===== src/rtl/egress_arbiter.sv =====
// Packet-granular round-robin arbiter: shares one AXI-Stream egress port among
// NUM_REQ ingress streams, holding each grant from the first beat through tlast.
`timescale 1ns/1ps
module egress_arbiter #(
    parameter int NUM_REQ = 4,
    parameter int DATA_W  = 16,
    parameter int DEST_W  = 2,
    parameter int PORT_ID = 0
) (
    input  logic                      clk,
    input  logic                      reset,
    input  logic [NUM_REQ-1:0]        en,
    input  logic [NUM_REQ*DATA_W-1:0] s_tdata,
    input  logic [NUM_REQ*DEST_W-1:0] s_tdest,
    input  logic [NUM_REQ-1:0]        s_tvalid,
    input  logic [NUM_REQ-1:0]        s_tlast,
    output logic [NUM_REQ-1:0]        s_tready,
    output logic [DATA_W-1:0]         m_tdata,
    output logic                      m_tvalid,
    output logic                      m_tlast,
    input  logic                      m_tready,
    output logic [NUM_REQ-1:0]        grant,
    output logic                      busy,
    input  logic                      clr_count,
    output logic [15:0]               pkt_count
);

    localparam int IDX_W = (NUM_REQ > 1) ? $clog2(NUM_REQ) : 1;
    localparam logic [DEST_W-1:0] PORT_DEST = DEST_W'(PORT_ID);
    localparam logic [IDX_W-1:0]  LAST_RST  = IDX_W'(NUM_REQ - 1);

    typedef enum logic {
        IDLE   = 1'b0,
        LOCKED = 1'b1
    } state_t;

    state_t              state_q, state_d;
    logic [IDX_W-1:0]    last_q, last_d;
    logic [IDX_W-1:0]    sel_q, sel_d;
    logic [NUM_REQ-1:0]  grant_q, grant_d;
    logic [DATA_W-1:0]   m_tdata_q, m_tdata_d;
    logic                m_tvalid_q, m_tvalid_d;
    logic                m_tlast_q, m_tlast_d;
    logic [15:0]         pkt_count_q, pkt_count_d;

    logic [NUM_REQ-1:0]  req;
    logic                win_found;
    logic [IDX_W-1:0]    win_idx;
    logic [IDX_W-1:0]    cand;
    logic                out_free;
    logic                accept;
    logic                last_accept;

    always_comb begin
        for (int i = 0; i < NUM_REQ; i++) begin
            req[i] = s_tvalid[i] & en[i] & (s_tdest[i*DEST_W +: DEST_W] == PORT_DEST);
        end
    end

    // Round-robin search starts just after the previous packet's owner.
    always_comb begin
        win_found = 1'b0;
        win_idx   = last_q;
        cand      = last_q;
        for (int k = 1; k <= NUM_REQ; k++) begin
            cand = IDX_W'((int'(last_q) + k) % NUM_REQ);
            if (!win_found && req[cand]) begin
                win_found = 1'b1;
                win_idx   = cand;
            end
        end
    end

    // Ready depends only on state and the output register, never on s_tvalid.
    always_comb begin
        out_free = !m_tvalid_q | m_tready;
        s_tready = '0;
        if (state_q == LOCKED) begin
            s_tready[sel_q] = out_free;
        end
        accept      = (state_q == LOCKED) & s_tvalid[sel_q] & out_free;
        last_accept = accept & s_tlast[sel_q];
    end

    always_comb begin
        state_d     = state_q;
        last_d      = last_q;
        sel_d       = sel_q;
        grant_d     = grant_q;
        m_tdata_d   = m_tdata_q;
        m_tvalid_d  = m_tvalid_q;
        m_tlast_d   = m_tlast_q;
        pkt_count_d = pkt_count_q;

        case (state_q)
            IDLE: begin
                if (win_found) begin
                    state_d          = LOCKED;
                    sel_d            = win_idx;
                    grant_d          = '0;
                    grant_d[win_idx] = 1'b1;
                end
            end
            LOCKED: begin
                if (last_accept) begin
                    state_d = IDLE;
                    last_d  = sel_q;
                    grant_d = '0;
                end
            end
            default: state_d = IDLE;
        endcase

        if (accept) begin
            m_tdata_d  = s_tdata[sel_q*DATA_W +: DATA_W];
            m_tlast_d  = s_tlast[sel_q];
            m_tvalid_d = 1'b1;
        end else if (m_tready) begin
            m_tvalid_d = 1'b0;
        end

        // Clear takes priority over a coincident increment.
        if (clr_count) begin
            pkt_count_d = '0;
        end else if (last_accept) begin
            pkt_count_d = pkt_count_q + 16'd1;
        end
    end

    always_ff @(posedge clk or negedge reset) begin
        if (!reset) begin
            state_q     <= IDLE;
            last_q      <= LAST_RST;
            sel_q       <= '0;
            grant_q     <= '0;
            m_tdata_q   <= '0;
            m_tvalid_q  <= 1'b0;
            m_tlast_q   <= 1'b0;
            pkt_count_q <= '0;
        end else begin
            state_q     <= state_d;
            last_q      <= last_d;
            sel_q       <= sel_d;
            grant_q     <= grant_d;
            m_tdata_q   <= m_tdata_d;
            m_tvalid_q  <= m_tvalid_d;
            m_tlast_q   <= m_tlast_d;
            pkt_count_q <= pkt_count_d;
        end
    end

    assign m_tdata   = m_tdata_q;
    assign m_tvalid  = m_tvalid_q;
    assign m_tlast   = m_tlast_q;
    assign grant     = grant_q;
    assign busy      = (state_q == LOCKED);
    assign pkt_count = pkt_count_q;

endmodule


===== config.mk =====
export PLATFORM = sky130hd
export DESIGN_NAME = egress_arbiter
export DESIGN_NICKNAME = d
export VERILOG_FILES = /design/src/rtl/egress_arbiter.sv
export SDC_FILE = /design/constraint.sdc
export NUM_CORES = 1
export LEC_CHECK = 0
export ABC_AREA = 1
export ABC_CLOCK_PERIOD_IN_PS = 1500
export BUFFER_PORTS_ARGS = -buffer_cell sky130_fd_sc_hd__buf_2
export CELL_PAD_IN_SITES_DETAIL_PLACEMENT = 1
export CELL_PAD_IN_SITES_GLOBAL_PLACEMENT = 1
export CORE_ASPECT_RATIO = 1.75
export CORE_MARGIN = 2
export CORE_UTILIZATION = 29
export CTS_CLUSTER_SIZE = 28
export DETAILED_ROUTE_END_ITERATION = 6
export PLACE_DENSITY = 0.74
export SLEW_MARGIN = 30
export SYNTH_ARGS = -nofsm -noshare
export SYNTH_HDL_FRONTEND = slang
export SYNTH_SLANG_ARGS = --single-unit

===== constraint.sdc =====
create_clock -name clk -period 1.5 [get_ports clk]
set_input_delay 0.075 -clock clk [delete_from_list [all_inputs] [get_ports clk]]
set_output_delay 0.075 -clock clk [all_outputs]
set_load 0.03 [all_outputs]

After elaboration in Yosys (flattened, before gate mapping). Cells that the tools add are included.

$add $sub $neg: 5. Magnitude comparators: 8. Equality and inequality tests: 2. Shifts and indexed selects: 1. Multiplexer cells: 35. Bitwise operators: 14. Reductions and logical operators: 18.

Operator list (number): 64-bit by 7-bit variable part select with 16-bit output (1); 16-bit two-way mux (2); 2-bit by 3-bit < comparator with 1-bit output (second input constant) (6); 16-bit by 1-bit adder with 16-bit output (second input constant) (1); 1-bit two-way mux (16); 1-bit binary-select mux with 2-bit select (6); 4-bit two-way mux (3); 1-bit AND (11); 2-bit logical NOT (4); 2-bit two-way mux (4); 4-bit case mux with 2 select lines (1); 2-bit AND reduction (3); 1-bit logical AND (5); 2-bit by 1-bit adder with 2-bit output (second input constant) (2); 2-bit adder (second input constant) (2); 4-bit AND (1); 1-bit demux with 2-bit select (2); 2-bit by 1-bit >= comparator with 1-bit output (second input constant) (2); 1-bit logical NOT (4); 2-bit nonzero test (2); 2-bit by 1-bit != test with 1-bit output (second input constant) (1); 2-bit != test (second input constant) (1); 1-bit case mux with 2 select lines (1); 1-bit inverter (1); 1-bit OR (1).

Flip-flop bits (word level): 43. Bits of input ports: 88. Output and inout port bits: 43. Logic and storage cells: 91.

Logic depth before layout (Yosys ltp).
Depth in word-level cells: 20. Mapped depth: 15.

Worst setup path before layout. No wires, ideal clock.

Kind: register -> register. Start: reg pkt_count_q[0] (netlist: pkt_count[0]). End: reg pkt_count_q[12] (netlist: pkt_count[12]). Library setup time: 0.074 ns. Arrival time: 1.607 ns. Path slack: -0.181 ns. Cell stages (with the launch flop): 7. Path buffers: 0. Path through: dfrtp_1 ha_1 nand3_1 nor4_1 or2_2 nand3_1 o21ai_2.

Word-level cells in the longest chain between the ends: 3.

Ends and longest elaborated chain: start: declaration (line 44) `logic [15:0] pkt_count_q, pkt_count_d;`; start signal: assignment (line 148) `pkt_count_q <= pkt_count_d;`; 16-bit by 1-bit adder with 16-bit output (line 126) `pkt_count_d = pkt_count_q + 16'd1;`; 16-bit two-way mux (line 125) `end else if (last_accept) begin`; 16-bit two-way mux (line 123) `if (clr_count) begin`.

No other way between the ends. The select of a mux whose other input is x is not followed. A chain may end at the register's enable or synchronous reset.

Worst setup path after layout.
Start: reg last_q[0]. End: reg grant_q[0] (netlist: grant[0]).

Word-level cells in the longest chain between the ends: 19. Elaborated cells on any way between the ends: 35.

Ends and longest elaborated chain: start: declaration (line 38) `logic [IDX_W-1:0] last_q, last_d;`; start signal: assignment (line 142) `last_q <= last_d;`; 2-bit by 1-bit adder with 2-bit output (line 66) `cand = IDX_W'((int'(last_q) + k) % NUM_REQ);`; 1-bit binary-select mux with 2-bit select (line 67) `if (!win_found && req[cand]) begin`; 1-bit two-way mux (not written as such) (line 67); 1-bit two-way mux (line 67); 1-bit logical NOT (line 67); 1-bit logical AND (line 67); 1-bit two-way mux (line 67); 1-bit logical NOT (line 67); (+3 left out); 1-bit logical AND (line 67); 2-bit two-way mux (line 67); 2-bit by 3-bit < comparator with 1-bit output (not written as such) or 2-bit by 1-bit >= comparator with 1-bit output (tied branches) (line 101) `grant_d[win_idx] = 1'b1;`; 1-bit logical AND (not written as such) (line 101); 1-bit two-way mux (not written as such) (line 101); 1-bit demux with 2-bit select (line 101); 4-bit two-way mux (line 97) `if (win_found) begin`; 4-bit case mux with 2 select lines (line 95) `case (state_q)`; end signal: assignment (line 144) `grant_q <= grant_d;`; end: declaration (line 40) `logic [NUM_REQ-1:0] grant_q, grant_d;`.

Parallel ways exist; a longest one is shown, timed or not. The select of a mux whose other input is x is not followed.

==> parameters.txt <==
Parameter                              Value

Yosys
  Post-synth EDFFs ... 0
  Synth Cell Area ... 2770 sq um
  Largest family of logic cells by synthesized area ... simple AND/OR/NAND/NOR gates
  Dominant cells by area after synthesis ... dfrtp_1, nand3_1, nand2_1
  Number of warnings reported in the yosys synthesis log ... 0
  Adder-cell share of the synthesized area ... 0.00452
  Post-synthesis xor/xnor area fraction ... 0.0253
  Net Count, Synth ... 449
  Commonest cells in the netlist ... nand2_1, nand3_1, dfrtp_1
  Cell with the most instances after synthesis ... nand2_1
  Post-synthesis simple-gate area fraction ... 0.351
  Cell type with the highest aggregate area in the netlist ... dfrtp_1
  Fraction of registers with async set/reset ... 1.00
  Synthesized-area fraction occupied by ao, oa, aoi and oai cells ... 0.153
  Mux share of post-synthesis cell area ... 0
  Share of Yosys cell area claimed by the top area cell type ... 0.371
  Dominant register cell in the synthesized netlist ... dfrtp_1
  Netlist cell types ... 38
  Synthesized area per cell ... 7.68 sq um
  Sequential area share after synthesis ... 0.390
  FF+latch count, synth ... 43
  Count of mapped cells out of synthesis ... 360

Global route
  Vias in the first global route ... 3957
  Antenna violations before repair ... 0
  Largest net degree at the start of global routing ... 24
  Global-route congestion overflow total ... 0
  First-pass GRT wire length ... 19800 microns
  Overall fraction of global-route tracks in use ... 0.241

Pwr
  Power per unit of standard cell area ... 1940 nW/um^2
  Pwr Total ... 10200 uW
  Leakage component of the power ... 0.00245 uW
  Worst voltage drop across the vdd grid ... 815 uV

Worst setup path
  Crit path buf inv count ... 2
  Register-to-Register Path Depth ... 12
  Register-to-register path setup slack ... -0.37 ns
  Critical path launch point type ... register
  Gate family responsible for the most delay along the worst path ... simple AND/OR/NAND/NOR gates
  Worst-path cell chain ... buf_4, buf_6, nand3_4, nand3_4, nand2_8, nand2_1, nand2_1, nand2_2, nand2_4, nor2_4, nand3_2, nand2_1
  RR Endpoint ... grant[0]
  Endpoint required time on the critical path ... 1.73 ns
  Critical Path End Type ... register
  Worst-path fanout max ... 8
  Arrival @ worst endpoint ... 2.10 ns
  Max stage delay cell, worst path ... dfstp_2
  Critical path origin ... last_q[0]
  Crit-path most repeated cell ... nand2_1
  Type of the worst setup path ... reg -> reg
  CP peak stage delay ... 0.61 ns
  Startpoint of the most critical register-to-register path ... last_q[0]

STA
  Headroom to the max-slew limit ... 0.641
  Achievable Freq ... 0.536 GHz
  Unrepaired setup endpoints after global routing ... true
  Shortest clock period the worst path allows after layout ... 1.87 ns
  Total of endpoints with negative setup slack in the final report ... 43
  Total negative slack ... -6.22 ns
  Worst-Margin Slew ... 0.538 ns
  Number of max-slew violations in the final report ... 0
  Post-route fraction of the period consumed by the critical path ... 1.24
  Hold Vio Cnt, Final ... 0
  Clk_skew ... 0.00516 ns
  Final Worst Setup Slack ... -0.367 ns

Hold path
  Cells on Worst Hold Path ... 2
  Sink of the worst hold path ... m_tvalid
  HP Class ... in -> reg
  Startpoint of the lowest-slack hold path ... m_tready

Cells and area
  Cell area after layout ... 5240 sq um
  Area added between synthesis and finish ... 89.3%
  Final layout net count ... 644
  Final-layout fill cell count ... 1109
  Number of diodes ... 0
  Fraction of final layout cells with drive strength greater than 1 ... 0.642
  Utilization after layout ... 0.560
  Non-filler instance count after layout ... 678

Status
  Failing checks ... negative setup slack
  Result of the run ... complete, but fails checks

Route
  Vias per Instance ... 5.35
  Detailed-routed wire length on met2 ... 7970 microns
  1st-iter DRT viols ... 115
  DRT antenna net count ... 0
  First-pass DRT Iterations ... 4
  Highest metal layer with signal wires ... met4
  DR vias ... 3626
  Total routed wirelength ... 13400 microns
  Met3 wire len ... 434 microns
  Detailed-route wire length per cell ... 19.8 microns
  DRC viols ... 0
  M1 wire length ... 4530 microns

Placed design
  Detailed placement HPWL ... 8610 microns
  Cells after DPL ... 640
  DP Area ... 3880 sq um
  Number of I/O port buffers ... 130
  Gp weighted congestion ... 0.839

Clocking
  Clk Tree Root Cell ... clkbuf_16
  Clock-pin slew on the worst setup and hold paths ... 0.06 ns
  Clock Latency Late Sink ... 0.29 ns
  CTS max path bufs ... 2
  TritonCTS buffer count ... 5
  Total number of H-tree levels ... 2
  TritonCTS clock tree ... yes
  Count of clock tree sinks ... 43

Die
  Core outline area ... 9350 sq um
  Width of the chip ... 77.8 microns
  Die boundary height ... 133 microns
  Initial cell density of the core ... 0.296
  # IOs ... 131
  Placement Rows ... 47
  DIE AREA ... 10400 sq um

Flow run
  Maxcap violations ... 0
==> logic make-up (layout without fill, tap and decap cells) <==
kind of cell             after synthesis  count (layout)
AND/OR/NAND/NOR                      206             206
flip-flops                            43              43
adder cells (fa/ha/maj)                1               1
XOR/XNOR                               8               8
AO/OA/AOI/OAI                         57              57
buffers and inverters                 45             241
==> sequential cells by signal (all words and copies together), names as in the netlist <==
name	cells
busy	1
m_tlast	1
pkt_count	16
m_tdata	16
sel_q	2
m_tvalid	1
grant	4
last_q	2
==> report_power, final <==
part / switching [uW] / leakage, uW / internal (uW)
Combinational: 4060 / 0.00183 / 2880
Clock: 477 / 0.0000868 / 829
Sequential: 359 / 0.000526 / 1540
==> how the worst max path moves through the flow <==
stage                                to  slack [ns]  cells past startpoint
after detailed placement       grant[0]       -0.31                     11
after global routing           grant[1]       -0.45                     10
after global placement         grant[0]       -0.20                     11
after CTS                      grant[0]       -0.21                     11
final                          grant[0]       -0.37                     12
after floorplan           pkt_count[12]       -0.11                      6
==> cell usage in the layout, fill, tap and decap left out, types with 2 or more instances in the layout <==
cell and n:
clkinv_8 2, buf_6 13, xor2_1 6, a21oi_2 2, a22oi_2 6, o31ai_4 3, nor2_1 13, inv_2 7
o31ai_2 5, nand2_2 14, dfrtp_2 6, o21ai_1 5, inv_1 13, buf_4 52, nand2_1 43, o21ai_2 7
clkbuf_16 6, nand3_1 50, a41oi_1 3, dfstp_2 2, nor3_1 3, nor2_2 2, dfrtp_1 35, nand4_1 10
nand3_2 15, xnor2_1 2, nand3_4 4, nand2_4 19, nor2_4 23, nand2_8 4, buf_2 126, buf_12 9
nor3_2 2, a41oi_2 13, inv_8 3, a22oi_1 11
==> layer usage <==
layer	up-vias	GRT usage
met3	31	0.0325
met1	1838	0.237
li1	1648	-
met4	0	0.111
met2	109	0.479
met5	-	0
==> per-stage QoR <==
stage               hold WS, ns  setup WS [ns]
finish                   0.0331         -0.367
global placement         0.0731         -0.196
floorplan                -0.221         -0.112
detailed placement       0.0766         -0.309
global route             0.0245         -0.454
CTS                      0.0159         -0.212
==> cell type report <==
| type | count | area, sq um | area share |
|---|---|---|---|
| Timing Repair inverter | 1 | 16.3 | 0.00311 |
| Clock inverter | 2 | 35.0 | 0.00669 |
| Multi-Input combinational cell | 272 | 2200 | 0.421 |
| Timing Repair Buffer | 205 | 1460 | 0.278 |
| Sequential cell | 43 | 1090 | 0.207 |
| Clock buffer | 6 | 139 | 0.0265 |
| Inverter | 27 | 144 | 0.0275 |
| Tap cell | 122 | 153 | 0.0292 |
==> repair_timing <==
item,in CTS,in global routing
setup endpoints to repair,44,47
pin swaps,17,27
buffers inserted,16,10
gates cloned,3,1
hold buffers,1,0
gates resized for setup,106,105
hold endpoints to repair,18,0
No activity file was read; power rests on OpenSTA's default activity.
